File: src/rtl/key_debouncer.sv
// Multi-channel push-button debouncer: each channel has a 2-flop synchronizer,
// a stability counter and a registered active-high level. Channels share nothing.
module key_debouncer #(
  parameter int N_KEYS          = 4,
  parameter int CNT_WIDTH       = 20,
  parameter int DEBOUNCE_CYCLES = 500000
) (
  input  logic              clk,
  input  logic              reset,
  input  logic [N_KEYS-1:0] key_n,
  output logic [N_KEYS-1:0] key_level,
  output logic              any_pressed
);

  localparam logic [CNT_WIDTH-1:0] CNT_LAST = CNT_WIDTH'(DEBOUNCE_CYCLES - 1);
  localparam logic [CNT_WIDTH-1:0] CNT_ONE  = CNT_WIDTH'(1);

  logic [N_KEYS-1:0]    sync1_q, sync2_q;
  logic [N_KEYS-1:0]    sp;
  logic [N_KEYS-1:0]    level_q, level_d;
  logic [CNT_WIDTH-1:0] cnt_q [N_KEYS];
  logic [CNT_WIDTH-1:0] cnt_d [N_KEYS];

  // Synchronizer resets to "released" so a key held through reset is seen as a new press.
  always_ff @(posedge clk or posedge reset) begin
    if (reset) begin
      sync1_q <= '1;
      sync2_q <= '1;
    end else begin
      sync1_q <= key_n;
      sync2_q <= sync1_q;
    end
  end

  assign sp = ~sync2_q;

  always_comb begin
    level_d = level_q;
    for (int i = 0; i < N_KEYS; i++) begin
      cnt_d[i] = '0;
      if (sp[i] != level_q[i]) begin
        if (cnt_q[i] == CNT_LAST) begin
          level_d[i] = ~level_q[i];
        end else begin
          cnt_d[i] = cnt_q[i] + CNT_ONE;
        end
      end
    end
  end

  always_ff @(posedge clk or posedge reset) begin
    if (reset) begin
      level_q <= '0;
      for (int i = 0; i < N_KEYS; i++) begin
        cnt_q[i] <= '0;
      end
    end else begin
      level_q <= level_d;
      for (int i = 0; i < N_KEYS; i++) begin
        cnt_q[i] <= cnt_d[i];
      end
    end
  end

  assign key_level   = level_q;
  assign any_pressed = |level_q;

endmodule

File: config.mk
export PLATFORM = sky130hd
export DESIGN_NAME = key_debouncer
export DESIGN_NICKNAME = d
export VERILOG_FILES = /design/src/rtl/key_debouncer.sv
export SDC_FILE = /design/constraint.sdc
export NUM_CORES = 1
export LEC_CHECK = 0
export CAP_MARGIN = 40
export CORE_MARGIN = 5
export CORE_UTILIZATION = 60
export DETAILED_ROUTE_END_ITERATION = 10
export PLACE_DENSITY_LB_ADDON = 0.2
export SYNTH_ARGS = -nofsm -noshare
export SYNTH_HDL_FRONTEND = slang
export SYNTH_SLANG_ARGS = --single-unit
File: constraint.sdc
create_clock -name clk -period 5.1 [get_ports clk]
set_input_delay 1.275 -clock clk [delete_from_list [all_inputs] [get_ports clk]]
set_output_delay 1.275 -clock clk [all_outputs]
set_load 0.05 [all_outputs]
# Word-level counts from Yosys, hierarchy flattened
# Cells that the tools add are included.
[totals] reg_bits=92 latchBits=0 ramBits=0 mem_bits_ro=0 inputBits=6 out_inout_bits=5 word_cells=40 memories=0
[classes] add_sub_neg=4 multipliers=0 div=0 n_lt_le_gt_ge=0 n_eq_ne=8 shift=0 muxes=8 n_bitwise=5 n_reduce_logical=5
[ops] operator="$mux 20" n=8
[ops] operator="$add 20x1->20 const B" n=4
[ops] operator="$eq 20x19->1 const B" n=4
[ops] operator="$reduce_and 2->1" n=4
[ops] operator="$ne 1x1->1" n=4
[ops] operator="$not 1->1" n=4
[ops] operator="$not 4->4" n=1
[ops] operator="$reduce_or 4->1" n=1

# Logic depth before layout (Yosys ltp)
# Gate-level depths: netlist of the first run.
[depth] depth_word=3 depth_mapped=6 mapped_depth_nobuf=5

# Worst setup path after synthesis of the first run
# No wires, ideal clock.
[synth_timing] path_type="reg2out" start="register level_q[1] (netlist: key_level[1])" end="output any_pressed" t_arrival_ns=1.403 required_ns=3.825 setup_slack_ns=2.422 stages_incl_launch_ff=2 path_buffers=0 cell_sequence="dfrtp_1 -> or4_1"
[synth_between] elab_chain_cells=1
[synth_lines] item="start: declaration" line_no="20" source="logic [N_KEYS-1:0] level_q, level_d;"
[synth_lines] item="start signal: assignment" line_no="58" source="level_q <= level_d;"
[synth_lines] item="$reduce_or 4->1" line_no="66" source="assign any_pressed = |level_q;"
[synth_lines] item="end: declaration" line_no="12" source="output logic any_pressed"
# No other way between the ends.

# Final worst setup path of the first run
# Ends and elaborated chain as after synthesis.

==> results of run 1 <==
[worst max-delay path, cell delays in order, from the launching register on]
cell and delay [ns]:
dfrtp_1 0.42, or4_1 0.56, clkdlybuf4s50_1 0.73
[kinds of logic after synthesis]
family | after synthesis | share of synthesized area
fa+ha+maj | 4 | 0.0112
xor+xnor | 63 | 0.123
compound gates | 34 | 0.0511
buf+inv | 26 | 0.0271
simple gates | 224 | 0.262
flops | 92 | 0.516
mux | 4 | 0.00894
[cell type report]
type / count / area, µm² / share of cell area
clock buffer: 11 / 151 / 0.0309
inverter: 19 / 72.6 / 0.0148
multi-input combinational: 329 / 2040 / 0.417
sequential: 92 / 2310 / 0.472
clock inverter: 5 / 50.0 / 0.0102
timing repair buffer: 14 / 143 / 0.0291
tap: 99 / 124 / 0.0253
[sequential cells by signal, indices dropped and copies added (netlist names)]
| register | cells |
|---|---|
| sync2_q | 4 |
| key_level | 4 |
| sync1_q | 4 |
| cnt_q | 80 |
[cells in the final DEF, fill, tap and decap left out, drive strengths merged, types with 2 or more instances in the layout]
cell type      instances
nand3                 28
o21bai                 3
clkinv                 5
nand4                 27
dfrtp                 84
nor4b                  4
buf                    4
nor3                  14
nor4                  23
or4b                   2
and4                   4
clkbuf                11
mux2i                  4
xnor2                 48
a21oi                 12
nand2                 17
clkdlybuf4s50         10
xor2                  15
or2                    4
inv                   18
o31ai                 10
o21ai                  7
nor2                  81
and3                   2
dfstp                  8
or4                    8
ha                     4
or3                    5
[final timing paths]
check	from	endpoint	slack, ns	cells past startpoint
max reg2reg	cnt_q[60]$_DFF_PP0_	cnt_q[72]$_DFF_PP0_	2.93	5
min in group asynchronous	reset	cnt_q[56]$_DFF_PP0_	1.23	2
min	sync1_q[1]$_DFF_PP1_	sync2_q[1]$_DFF_PP1_	0.35	0
max in group asynchronous	reset	sync2_q[2]$_DFF_PP1_	3.19	3
min reg2reg	sync1_q[1]$_DFF_PP1_	sync2_q[1]$_DFF_PP1_	0.35	0
max	key_level[1]$_DFFE_PP0P_	any_pressed	1.77	2
[routing by layer]
| layer | track usage | part of all wire |
|---|---|---|
| met5 | 0 | 0 |
| met2 | 0.339 | 0.49 |
| met3 | 0.0558 | 0.035 |
| met4 | 0.0666 | 0.013 |
| met1 | 0.247 | 0.46 |
[metrics by stage]
stage	total power (µW)	utilization	instances	setup WS [ns]	hold slack (ns)
floorplan	801	-	447	1.45	0.345
global placement	815	0.645	552	2.16	0.346
detailed placement	818	0.647	553	2.15	0.347
CTS	1310	0.675	569	1.74	0.357
global route	1350	0.675	569	1.69	0.355
finish	1290	0.675	569	1.77	0.354
[power breakdown]
part	internal (µW)	switching, µW	total, µW	leakage (µW)
logic	16.4	31.6	48.1	0.000512
registers	742	11.9	754	0.00125
clock network	250	238	488	0.000109
==> reports/results.tsv, run 1 <==
stage	metric	value	unit
synth	ys_ff_latch	92	
sta	post-route-min-period	3.33	ns
global_routing	grt-ovfl-total	0	
placed_design	routabilityCongestion	0.845	
clocking	clkSlewWorstSetupHoldPaths	0.08	ns
global_routing	grt_pass1_vias	3288	
power	p_leak	0.00187	µW
floorplanning	die-height	96.4	µm
outcome	status	complete, no violations	
placed_design	io_buffers	10	
synth	synth_warnings	0	
sta	slew_violations	0	
synth	yosysUniqueCellTypes	40	
worst_hold_path	hp-class	reg2reg	
clocking	cts_setup_buffers	0	
clocking	clkSinkCount	92	
synth	synth_area	4480	µm²
detailed_routing	via_per_inst	5.80	
cells_and_area	fin_area	4900	µm²
detailed_routing	drtIter0Drc	67	
synth	synth.most_common_cell	dfrtp_1	
synth	synth_commonest_cells	84 x dfrtp_1, 81 x nor2_1, 48 x xnor2_1, 28 x nand3_1, 24 x nand4_1	
cells_and_area	area_growth	9.36	%
critical_path	required	3.83	ns
detailed_routing	wirelength	8130	µm
power	powerDensity	263	nW/µm²
placed_design	place_area	4700	µm²
sta	fmax	0.300	GHz
floorplanning	core	7250	µm²
synth	synthCells	447	
clocking	h-tree-depth	3	
detailed_routing	first_pass_iters	4	
cells_and_area	fill_cells	605	
cells_and_area	antenna_cells	0	
clocking	clk-insertion-delay-late	0.36	ns
run	maxCapViolations	0	
placed_design	dp_hpwl	5910	µm
synth	async_reset_ff_frac	1.00	
global_routing	grt_pass1_wl	14500	µm
sta	slew_headroom	0.529	
cells_and_area	final_nets	475	
synth	synth_area_leaders	dfrtp_1 47%, xnor2_1 9.4%, nor2_1 6.8%	
synth	synth-edff-count	0	
sta	tns	0	ns
critical_path	arrival	2.06	ns
critical_path	cp_max_fo	4	
sta	post-route-period-util	0.653	
synth	ys_seq_area_frac	0.516	
synth	synth_nets	457	
sta	hold_viol_final	0	
detailed_routing	drcViolationCount	0	
floorplanning	io_pins	11	
clocking	cts_resized	0	
clocking	cts_buffers	9	
sta	worstMarginPinSlew	0.701	ns
synth	synth_area_per_cell	10.0	µm²
cells_and_area	drive_gt1_frac	0.0872	
clocking	root_buffer	clkbuf_8	
floorplanning	die_area	9290	µm²
synth	synthFlopType	dfrtp_1	
critical_path	worst-setup-path-type	reg2out	
clocking	clockBufferDepth	2	
clocking	holdBufCountCts	0	
power	worst_ir_drop_vdd	0.233	mV
clocking	cts_tree	done	
global_routing	antenna_found_initial	0	
synth	synth_top_area_frac	0.469	
detailed_routing	vias	3298	
critical_path	cp-start-kind	flip-flop	
sta	rsz0062_at_grt	false	
critical_path	end_kind	output port	
synth	yosysTopAreaCell	dfrtp_1	
sta	setup_viol	0	
floorplanning	fp.dieW	96.4	µm
global_routing	grt_max_degree	31	
sta	clock_skew	0.00877	ns
floorplanning	initial_utilization	0.617	
global_routing	grt_usage	0.200	
floorplanning	fp-row-count	31	
detailed_routing	wire_per_inst	14.3	µm
detailed_routing	ant_nets	0	
Note: power is estimated with default switching activity, not from simulation.
==> run 2, diff against run 1 <==
Clock period 5.1 ns to 3.1 ns, I/O delays scaled along.
==> run 2 against run 1 <==
Against the previous run: utilization grew 0.069 points; critical path depth unchanged; clock skew decreased by 0.0025 ns; via count shrank 1.8%.
==> reports/results.tsv, run 2 (synthesis results as in run 1) <==
stage	metric	value	unit	change
cells_and_area	top_register	cnt_q		
worst_hold_path	hold_end	sync2_q[0]$_DFF_PP1_		
clocking	cts_setup_buffers	0		unchanged
global_routing	grt-ovfl-total	0		unchanged
floorplanning	core	7250	µm²	unchanged
global_routing	antenna_found_initial	0		unchanged
cells_and_area	final_cell_mix	84 x dfrtp_1, 81 x nor2_1, 48 x xnor2_1		
clocking	root_buffer	clkbuf_8		
clocking	clk-insertion-delay-late	0.35	ns	about the same
clocking	clockBufferDepth	2		unchanged
floorplanning	initial_utilization	0.617		unchanged
global_routing	grt_max_degree	93		+200%
outcome	status	complete, no violations		
floorplanning	io_pins	11		unchanged
detailed_routing	wirelength	7950	µm	-2.1%
worst_hold_path	hp-start	sync1_q[0]$_DFF_PP1_		
critical_path	crit_slowest_cell	clkdlybuf4s50_1		
clocking	cts_tree	done		
critical_path	max_stage_delay	0.72	ns	about the same
run	maxCapViolations	0		unchanged
power	p_leak	0.00186	µW	-0.62%
cells_and_area	final_nets	473		-0.42%
floorplanning	die_area	9290	µm²	unchanged
sta	slew_headroom	0.539		+0.00909
cells_and_area	antenna_cells	0		unchanged
clocking	cts_buffers	9		unchanged
critical_path	worst-setup-path-type	reg2out		
critical_path	path_cells	or4_1 > clkdlybuf4s50_1		
sta	post-route-min-period	2.82	ns	
power	worst_ir_drop_vdd	0.394	mV	+69%
cells_and_area	layout_commonest_cell	dfrtp_1		
critical_path	arrival	2.04	ns	-0.02 ns
sta	hold_viol_final	0		unchanged
sta	clock_skew	0.00627	ns	-0.00250 ns
critical_path	required	2.32	ns	-1.51 ns
placed_design	dp_hpwl	5430	µm	-8.1%
sta	slew_violations	0		unchanged
critical_path	timing.rr.end	cnt_q[71]$_DFF_PP0_		
critical_path	r2r_cells	5		unchanged
critical_path	rrSetupSlack	0.95	ns	-1.98 ns
power	report.power.total	2190	µW	+70%
sta	fmax	0.355	GHz	
critical_path	reg2reg_from	cnt_q[60]$_DFF_PP0_		
detailed_routing	drcViolationCount	0		unchanged
worst_hold_path	hold_depth	0		unchanged
worst_hold_path	hp-class	reg2reg		
detailed_routing	first_pass_iters	7		+3
detailed_routing	ant_nets	0		unchanged
floorplanning	fp.dieW	96.4	µm	unchanged
detailed_routing	drtIter0Drc	104		+55%
cells_and_area	largest_register_ffs	80		unchanged
sta	rsz0062_at_grt	false		
clocking	clkSinkCount	92		unchanged
placed_design	io_buffers	10		unchanged
detailed_routing	via_per_inst	5.71		-1.4%
cells_and_area	drive_gt1_frac	0.0791		-0.00817
power	powerDensity	446	nW/µm²	+69%
sta	post-route-period-util	0.909		
global_routing	grt_usage	0.192		-0.00808
global_routing	grt_pass1_vias	3013		-8.4%
sta	tns	0	ns	unchanged
clocking	holdBufCountCts	0		unchanged
clocking	clkSlewWorstSetupHoldPaths	0.09	ns	about the same
placed_design	routabilityCongestion	0.805		-4.7%
detailed_routing	wire_per_inst	14.0	µm	-1.8%
sta	setup_viol	0		unchanged
floorplanning	die-height	96.4	µm	unchanged
critical_path	cp_max_fo	4		unchanged
floorplanning	fp-row-count	31		unchanged
critical_path	cp-start-kind	flip-flop		
critical_path	end_kind	output port		
global_routing	grt_pass1_wl	13700	µm	-5.1%
cells_and_area	area_growth	9.47	%	
clocking	h-tree-depth	3		unchanged
clocking	cts_resized	0		unchanged
detailed_routing	vias	3239		-1.8%
sta	worstMarginPinSlew	0.692	ns	-0.00940 ns
-- run 2: per-layer routing --
layer | part of all wire | up-vias | global-route usage
met4 | 0.0092 | 0 | 0.0491
met1 | 0.46 | 1563 | 0.247
li1 | - | 1614 | -
met2 | 0.48 | 56 | 0.312
met3 | 0.047 | 6 | 0.0658
met5 | 0 | - | 0
-- run 2: layout make-up --
class / instances / area (µm²)
fillers: 584 / 2350
flip-flops and latches: 92 / 2310
multi-input cells: 329 / 2040
clock buffers: 12 / 145
repair buffers: 12 / 128
well taps: 99 / 124
inverters: 19 / 75.1
clock inverters: 4 / 73.8
-- run 2: metrics by stage --
step / area, µm² / instances / worst slack, ns / util / hold slack (ns)
2_1_floorplan: 4480 / 447 / 0.922 / - / 0.345
3_3_place_gp: 4680 / 551 / 0.657 / 0.646 / 0.347
3_5_place_dp: 4680 / 551 / 0.649 / 0.646 / 0.348
4_1_cts: 4900 / 567 / 0.252 / 0.676 / 0.359
5_1_grt: 4900 / 567 / 0.196 / 0.676 / 0.362
6_report: 4900 / 567 / 0.283 / 0.676 / 0.359
-- run 2: worst max-delay path by stage --
stage	start	to	slack, ns	cells after the start
finish	key_level[2]$_DFFE_PP0P_	any_pressed	0.28	2
global route	key_level[2]$_DFFE_PP0P_	any_pressed	0.20	2
CTS	key_level[2]$_DFFE_PP0P_	any_pressed	0.25	2
detailed placement	key_level[2]$_DFFE_PP0P_	any_pressed	0.65	2
global placement	key_level[1]$_DFFE_PP0P_	any_pressed	0.66	2
floorplan	key_level[1]$_DFFE_PP0P_	any_pressed	0.92	1
-- run 2: worst max-delay path, delay by kind of cell, from the launching register on --
family	cells	cell delay, ns
buffers and inverters	1	0.72
and+or+nand+nor	1	0.55
DFF	1	0.42
-- run 2: power by group --
group / internal [µW] / switching [µW] / total [µW]
clock network: 477 / 394 / 871
logic: 25.6 / 51.1 / 76.7
registers: 1220 / 19.0 / 1240
total: 1720 / 464 / 2190
==> run 3, diff against run 2 <==
Settings changed: HOLD_SLACK_MARGIN set to 0.02.
==> results of run 3 <==
No change in the layout: final DEF, timing and power equal those of run 2.
